**config.mk**
```make
export PLATFORM = sky130hd
export DESIGN_NAME = id_ex_stage
export DESIGN_NICKNAME = d
export VERILOG_FILES = /design/src/rtl/id_ex_stage_pkg.sv /design/src/rtl/id_ex_stage_load_use_detect.sv /design/src/rtl/id_ex_stage.sv
export SDC_FILE = /design/constraint.sdc
export NUM_CORES = 1
export LEC_CHECK = 0
export CAP_MARGIN = 10
export CORE_MARGIN = 4
export CORE_UTILIZATION = 37
export CTS_CLUSTER_SIZE = 24
export DETAILED_ROUTE_END_ITERATION = 6
export HOLD_SLACK_MARGIN = 0.05
export MAX_ROUTING_LAYER = met4
export PLACE_DENSITY = 0.82
export SLEW_MARGIN = 20
export SYNTH_ARGS = -nofsm -noshare
export SYNTH_HDL_FRONTEND = slang
export SYNTH_SLANG_ARGS = --single-unit
```
**constraint.sdc**
```tcl
create_clock -name iClk -period 2.23 [get_ports iClk]
set_clock_uncertainty 0.05 [all_clocks]
set_input_delay 0.3345 -clock iClk [delete_from_list [all_inputs] [get_ports iClk]]
set_output_delay 0.3345 -clock iClk [all_outputs]
set_load 0.01 [all_outputs]
```
**src/rtl/id_ex_stage_pkg.sv**
```systemverilog
// rtl/id_ex_stage_pkg.sv - shared control types, bundle struct and helpers for the ID/EX stage
package ControlTypeDefs;

  typedef enum logic [3:0] {
    R_TYPE, I_TYPE, LOAD, STORE, BRANCH, JUMP, JALR, LUI, AUIPC
  } InstructionTypes;

  localparam logic [2:0] RESULT_SRC_LOAD = 3'b001;

  typedef struct packed {
    InstructionTypes itype;
    logic [2:0]      result_src;
    logic            alu_src;
    logic            reg_write;
    logic            mem_write;
    logic [4:0]      rs1;
    logic [4:0]      rs2;
    logic [4:0]      rd;
    logic [31:0]     rd1;
    logic [31:0]     rd2;
    logic [31:0]     imm;
    logic [31:0]     pc;
  } id_ex_bundle_t;

  function automatic logic uses_rs2(input InstructionTypes t);
    return t inside {R_TYPE, STORE, BRANCH};
  endfunction

  // A bubble keeps stale fields but must never write the register file or memory.
  function automatic id_ex_bundle_t squash(input id_ex_bundle_t b);
    id_ex_bundle_t r;
    r = b;
    r.reg_write = 1'b0;
    r.mem_write = 1'b0;
    return r;
  endfunction

endpackage

```
**src/rtl/id_ex_stage_load_use_detect.sv**
```systemverilog
// rtl/id_ex_stage_load_use_detect.sv - combinational load-use hazard compare against the held EX bundle
module load_use_detect
  import ControlTypeDefs::*;
(
  input  logic            ex_valid,
  input  logic [2:0]      ex_result_src,
  input  logic [4:0]      ex_rd,
  input  logic            id_valid,
  input  InstructionTypes id_type,
  input  logic [4:0]      id_rs1,
  input  logic [4:0]      id_rs2,
  output logic            hazard
);

  assign hazard = ex_valid && (ex_result_src == RESULT_SRC_LOAD) && (ex_rd != 5'd0) && id_valid
                  && ((ex_rd == id_rs1) || ((ex_rd == id_rs2) && uses_rs2(id_type)));

endmodule

```
**src/rtl/id_ex_stage.sv**
```systemverilog
// rtl/id_ex_stage.sv - ID/EX pipeline register with load-use stall and flush
// Optional one-entry skid buffer enabled by defining ID_EX_SKID_BUFFER_EN.
module id_ex_stage
  import ControlTypeDefs::*;
(
  input  logic            iClk,
  input  logic            iRstN,
  input  logic            iIdValid,
  output logic            oIdReady,
  input  InstructionTypes iInstructionType,
  input  logic [2:0]      iResultSrc,
  input  logic            iAluSrc,
  input  logic            iRegWrite,
  input  logic            iMemWrite,
  input  logic [4:0]      iRs1,
  input  logic [4:0]      iRs2,
  input  logic [4:0]      iRd,
  input  logic [31:0]     iRD1,
  input  logic [31:0]     iRD2,
  input  logic [31:0]     iImm,
  input  logic [31:0]     iPC,
  input  logic            iFlush,
  output logic            oExValid,
  input  logic            iExReady,
  output InstructionTypes oInstructionType,
  output logic [2:0]      oResultSrc,
  output logic            oAluSrc,
  output logic            oRegWrite,
  output logic            oMemWrite,
  output logic [4:0]      oRs1,
  output logic [4:0]      oRs2,
  output logic [4:0]      oRd,
  output logic [31:0]     oRD1,
  output logic [31:0]     oRD2,
  output logic [31:0]     oImm,
  output logic [31:0]     oPC,
  output logic            oLoadUseStall
);

  id_ex_bundle_t in_b;
  id_ex_bundle_t out_b;
  logic          out_valid;
  logic          hazard;
  logic          accept;
  logic          advance;

  assign in_b = '{itype: iInstructionType, result_src: iResultSrc, alu_src: iAluSrc,
                  reg_write: iRegWrite, mem_write: iMemWrite, rs1: iRs1, rs2: iRs2, rd: iRd,
                  rd1: iRD1, rd2: iRD2, imm: iImm, pc: iPC};

  load_use_detect u_load_use_detect (
    .ex_valid      (out_valid),
    .ex_result_src (out_b.result_src),
    .ex_rd         (out_b.rd),
    .id_valid      (iIdValid),
    .id_type       (iInstructionType),
    .id_rs1        (iRs1),
    .id_rs2        (iRs2),
    .hazard        (hazard)
  );

  assign advance = !out_valid || iExReady;
  assign accept  = iIdValid && oIdReady;

`ifdef ID_EX_SKID_BUFFER_EN
  id_ex_bundle_t skid_b;
  logic          skid_valid;

  // Ready depends only on registered state and ID-side inputs, never on iExReady.
  assign oIdReady = !skid_valid && !hazard && !iFlush;

  always_ff @(posedge iClk or negedge iRstN) begin
    if (!iRstN) begin
      out_valid  <= 1'b0;
      out_b      <= '0;
      skid_valid <= 1'b0;
      skid_b     <= '0;
    end else if (iFlush) begin
      out_valid  <= 1'b0;
      out_b      <= squash(out_b);
      skid_valid <= 1'b0;
    end else if (advance) begin
      if (skid_valid) begin
        out_valid  <= 1'b1;
        out_b      <= skid_b;
        skid_valid <= 1'b0;
      end else if (accept) begin
        out_valid <= 1'b1;
        out_b     <= in_b;
      end else begin
        out_valid <= 1'b0;
        out_b     <= squash(out_b);
      end
    end else if (accept) begin
      skid_valid <= 1'b1;
      skid_b     <= in_b;
    end
  end
`else
  assign oIdReady = advance && !hazard && !iFlush;

  always_ff @(posedge iClk or negedge iRstN) begin
    if (!iRstN) begin
      out_valid <= 1'b0;
      out_b     <= '0;
    end else if (iFlush) begin
      out_valid <= 1'b0;
      out_b     <= squash(out_b);
    end else if (advance) begin
      if (accept) begin
        out_valid <= 1'b1;
        out_b     <= in_b;
      end else begin
        out_valid <= 1'b0;
        out_b     <= squash(out_b);
      end
    end
  end
`endif

  assign oExValid         = out_valid;
  assign oInstructionType = out_b.itype;
  assign oResultSrc       = out_b.result_src;
  assign oAluSrc          = out_b.alu_src;
  assign oRegWrite        = out_b.reg_write;
  assign oMemWrite        = out_b.mem_write;
  assign oRs1             = out_b.rs1;
  assign oRs2             = out_b.rs2;
  assign oRd              = out_b.rd;
  assign oRD1             = out_b.rd1;
  assign oRD2             = out_b.rd2;
  assign oImm             = out_b.imm;
  assign oPC              = out_b.pc;
  assign oLoadUseStall    = hazard;

endmodule
```
==> metrics, run 1 <==
worst endpoint data arrival time=2.57 ns; GRT Resource Usage Total=0.190; Post-DP Area=9860 um^2; CTS root buffer=clkbuf_16; Clk Latency, worst-skew pair=0.41 ns; worst min-delay path class=primary input to asynchronous set/reset pin; GPL Wtd Cong=0.849; CTS Buf Count=17; final design utilization=0.651; DRC viols=0; Ant. Diodes=0; Placeable Area=16,600 um^2; CP Max Fanout=8; IO buf count=313; Worst setup SP type=flip-flop; chip width=139 um; Clock Sinks=154; Final Setup Violations=145; Cell Rows=47; Post-Syn Area=6310 um^2; area added between synthesis and finish=71.9%; share of the synthesized area in the top cell type=0.611; I/O pin count=314; CP top delay family=simple AND/OR/NAND/NOR gates; worst-path cell chain=or4_4 -> o21ai_4 -> buf_4 -> o21a_4 -> buf_12 -> clkbuf_16 -> mux2_4; initial core utilization=0.379; sequential area share after synthesis=0.611; Final Max Tran Viols=0; first drt pass iteration count=4; first-pass GRT wire length=28.3 mm; Cell variety after synth=25; Worst Path Required=2.47 ns; MaxCap Viol Count=0; final setup TNS=-8.29 ns; share of post-route cells with drive strength above 1=0.326; failing checks=setup timing; Worst slew margin=0.715; min Tclk post-route=2.32 ns; Final Net Count=878; Post-synth top flop=dfrtp_1; initial antenna violation count=0; CP Capture Type=flip-flop; post-synthesis net count=516; final instance area=10,800 um^2; status=finished with violations; Initial DRC Count=134; worst path bufs/invs=3; Final Cycle Share=1.04; Fmax=430 MHz; largest net degree at the start of global routing=57; Max IR drop VDD=0.483 mV; longest individual stage delay on the worst path=0.55 ns; final setup margin=-0.0937 ns; Ys Warns=0; largest cells by area after synthesis=dfrtp_1, mux2_4, mux2_2; full die area=19,200 um^2; H-tree Lvls=4; Die Y=139 um; CP Class=flip-flop to flip-flop; PwrDens=854 nW/um^2; Post-Syn Instances=358; Synth Register Bits=154; post-route ant nets=0; number of synthesized flops with an enable pin=0; Clock transition at path regs=0.06 ns; via/cell ratio=4.68; routed len/inst=19.3 um; number of global-route vias before repair=5,193; overall power=9.26 mW; Slew @ Worst Pin=0.427 ns; Post-DP HPWL=13.3 mm; Overflow after GRT=0; Post-synth ARST share=1.00; CTS tree=done; RSZ-0062 raised after global routing=true; final hold vios=0; clock buffer depth=2; Avg Cell Area, Syn=17.6 um^2; most frequent cell after synthesis=dfrtp_1; slowest CP cell=or4_4; Post-Route WL=18.3 mm; Via Count=4,448; top cells by count, synth=dfrtp_1, mux2_4, mux2_2; Synth area leader=dfrtp_1; leakage=4.63 nW
[cell type report]
type / instances / area [um^2]
timing repair buffer: 360 / 3830
clock inverter: 8 / 133
tap: 220 / 275
multi-input combinational: 187 / 2260
sequential: 154 / 3850
fill: 1168 / 5800
clock buffer: 22 / 494
[worst reg2reg max path, cell delays in order, from the launching register on]
cell and delay [ns]:
dfrtp_1 0.41, or4_4 0.55, o21ai_4 0.18, buf_4 0.13, o21a_4 0.20, buf_12 0.19
clkbuf_16 0.20, mux2_4 0.30
[registers in the layout, summed over array words and instances, names as in the netlist]
name,count
oAluSrc,1
oExValid,1
oRd,5
oResultSrc,3
oRegWrite,1
oRD1,32
oInstructionType,4
oRD2,32
oPC,32
oRs2,5
oImm,32
oMemWrite,1
oRs1,5
[kinds of logic after synthesis]
family,synth area share
buffers and inverters,0.0379
muxes,0.312
and+or+nand+nor,0.0175
xor gates and xnor gates,0.0139
DFF,0.611
AOI/OAI and AO/OA,0.00813
[worst paths after layout]
kind | start | endpoint | slack, ns | cells after the start
min in group iClk | oRegWrite | oRegWrite | 0.45 | 1
hold reg to reg | oRegWrite | oRegWrite | 0.45 | 1
max in group asynchronous | iRstN | oRD1[4] | 1.10 | 3
hold / removal | iRstN | oRD1[10] | 0.36 | 2
setup / recovery | oRd[2] | oRD2[21] | -0.09 | 7
setup reg to reg | oRd[2] | oRD2[21] | -0.09 | 7
[placed cells by master, fill, tap and decap left out, types with 5 or more instances in the layout]
| master | count |
|---|---|
| buf_4 | 18 |
| clkdlybuf4s50_1 | 310 |
| buf_8 | 6 |
| clkbuf_8 | 5 |
| mux2_4 | 77 |
| xor2_1 | 7 |
| dfrtp_1 | 153 |
| clkbuf_16 | 25 |
| mux2_2 | 72 |
| buf_6 | 5 |
| nand2_1 | 5 |
| buf_12 | 7 |
[what timing repair did]
| action | in CTS | in global routing |
|---|---|---|
| gates cloned | 0 | 8 |
| pin swaps | 4 | 7 |
| buffers inserted | 1 | 2 |
| endpoints found under the hold margin | 42 | 0 |
| gates resized for setup | 18 | 20 |
| endpoints found under the setup margin | 76 | 149 |
| hold buffers | 1 | 0 |
[power breakdown]
| group | switching (mW) | leakage (nW) | internal, mW | total [mW] |
|---|---|---|---|---|
| sequential | 0.294 | 1.82 | 3.28 | 3.58 |
| clock | 1.13 | 0.306 | 1.91 | 3.05 |
| combinational | 0.887 | 2.50 | 1.75 | 2.64 |
[stage by stage]
step                      setup WS [ns]  std cells  hold WS, ns
after detailed placement         -0.382        909        0.246
after global routing             -0.158        951        0.398
after global placement           -0.356        909        0.234
final                           -0.0937        951        0.364
after CTS                       -0.0635        941        0.373
after floorplan                  0.0966        358      -0.0111
[per-layer routing]
metal / track usage / up-vias / wire length, um
met3: 0.0538 / 42 / 1140
met5: - / - / 0
li1: - / 1992 / -
met1: 0.217 / 2202 / 7210
met2: 0.314 / 212 / 9370
met4: 0.0780 / 0 / 587
No activity file was read; power rests on OpenSTA's default activity.
==> run 2: changes to the inputs <==
- CORE_ASPECT_RATIO: not set -> 0.5
==> run 2 against run 1 <==
Effect of this change: the flow still finishes with violations (setup timing); utilization up 3.0 points; cell area grew 4.0%; hold slack better by 0.034 ns; sequential share of layout area is 1.4 points lower; maximum frequency down 2.8%; count of clock-buffer cells in the layout fell by 2; via count up 1.6%; critical path type unchanged; critical endpoint is now oRD2[29]; largest cell class is now non-clock buffers.
==> metrics, run 2 (synthesized netlist as in run 1, its figures left out) <==
share of post-route cells with drive strength above 1=0.342; Worst setup SP type=flip-flop; leakage=4.84 nW; Via Count=4,519; CP Class=flip-flop to flip-flop; multi-input logic area=2360 um^2; Die Y=100 um; Max IR drop VDD=0.550 mV; RSZ-0062 raised after global routing=true; most common cell after layout, fill and taps aside=clkdlybuf4s50_1; CTS tree=done; chip width=193 um; GRT Resource Usage Total=0.197; Worst Path Required=2.47 ns; CP Capture Type=flip-flop; largest net degree at the start of global routing=54; CP Max Fanout=7; Cell Rows=33; clock buffer depth=2; Final Max Tran Viols=0; Clk Latency, worst-skew pair=0.41 ns; Ant. Diodes=0; DRC viols=0; initial antenna violation count=0; final hold vios=0; sequential power share=0.374; worst endpoint data arrival time=2.63 ns; Placeable Area=16,600 um^2; Fmax=418 MHz; status=finished with violations; Setup WS pre-CTS=-0.432 ns; PwrDens=846 nW/um^2; MaxCap Viol Count=0; GPL Wtd Cong=0.847; Clock transition at path regs=0.07 ns; Post-Route WL=20.9 mm; Switching Fraction=0.259; first drt pass iteration count=6; post-route ant nets=0; Pint=7.07 mW; Final Net Count=890; CTS Buf Count=17; failing checks=setup timing; commonest non-fill, non-tap cells in the layout=clkdlybuf4s50_1, dfrtp_1, mux2_4, mux2_2, clkbuf_16; worst min-delay path class=primary input to asynchronous set/reset pin; routed len/inst=21.5 um; final setup margin=-0.161 ns; Overflow after GRT=0; final design utilization=0.681; Fill cells=1,123; H-tree Lvls=4; Cells after DPL=906; final instance area=11,300 um^2; IO buf count=313; P_sw=2.47 mW; number of global-route vias before repair=4,860; min Tclk post-route=2.39 ns; full die area=19,300 um^2; initial core utilization=0.381; Initial DRC Count=143; overall power=9.54 mW; Clk pwr share=0.332; Final Cycle Share=1.07; CTS root buffer=clkbuf_16; area added between synthesis and finish=78.8%; Slew @ Worst Pin=0.519 ns; Clock Sinks=154; Final Setup Violations=152; register area=3850 um^2; Comb power frac=0.293; I/O pin count=314; Post-DP Area=9770 um^2; first-pass GRT wire length=28.0 mm; Worst slew margin=0.654; post-route insts no fill=972; via/cell ratio=4.65; Post-DP HPWL=13.8 mm
[run 2: through the flow]
| step | setup TNS, ns | hold WS, ns |
|---|---|---|
| final | -16.71 | 0.398 |
| after global routing | -29.29 | 0.430 |
| after CTS | -11.68 | 0.408 |
| after detailed placement | -50.08 | 0.284 |
| after global placement | -49.69 | 0.279 |
| after floorplan | 0 | -0.0111 |
[run 2: what timing repair did]
| item | in CTS | in global routing |
|---|---|---|
| pin swaps | 6 | 7 |
| hold buffers | 1 | 0 |
| gates cloned | 1 | 24 |
| endpoints found under the hold margin | 49 | 0 |
| setup buffers | 5 | 5 |
| resized for setup | 23 | 43 |
| setup endpoints to repair | 63 | 153 |
[run 2: path summary, 6_finish.rpt]
path,slack [ns],cells past startpoint,startpoint,endpoint
worst max-delay path,-0.16,9,oRd[2],oRD2[29]
worst min-delay path,0.40,2,iRstN,oRD2[4]
worst max register to register,-0.16,9,oRd[2],oRD2[29]
worst min register to register,0.45,1,oMemWrite,oMemWrite
max in group asynchronous,1.01,3,iRstN,oRD1[26]
min in group iClk,0.43,3,iResultSrc[1],oResultSrc[1]
[run 2: power groups by stage]
stage          clock, mW  sequential, mW  combinational [mW]
3_3_place_gp           0            3.58                2.51
2_1_floorplan          0            3.82               0.761
5_1_grt             3.37            3.63                2.93
3_5_place_dp           0            3.60                2.56
4_1_cts             3.23            3.57                2.62
6_report            3.17            3.57                2.80
[run 2: metal layers]
| layer | track usage | share of wire | vias to the layer above |
|---|---|---|---|
| met2 | 0.341 | 0.53 | 129 |
| li1 | - | - | 2012 |
| met5 | - | 0 | - |
| met3 | 0.0476 | 0.039 | 38 |
| met1 | 0.222 | 0.41 | 2340 |
| met4 | 0.0772 | 0.025 | 0 |
[run 2: final cells by class]
class	count	area share
Clock buffer	20	0.0405
Timing Repair Buffer	372	0.367
Sequential cell	154	0.342
Tap cell	227	0.0252
Multi-Input combinational cell	187	0.209
Clock inverter	12	0.0166
[run 2: worst max-delay path, cell delays in order (launching register included)]
cell	delay [ns]
dfrtp_1	0.41
buf_6	0.15
xor2_2	0.17
nor4_2	0.22
a31oi_2	0.17
buf_4	0.17
o21a_4	0.26
clkbuf_16	0.20
clkbuf_16	0.17
mux2_4	0.29
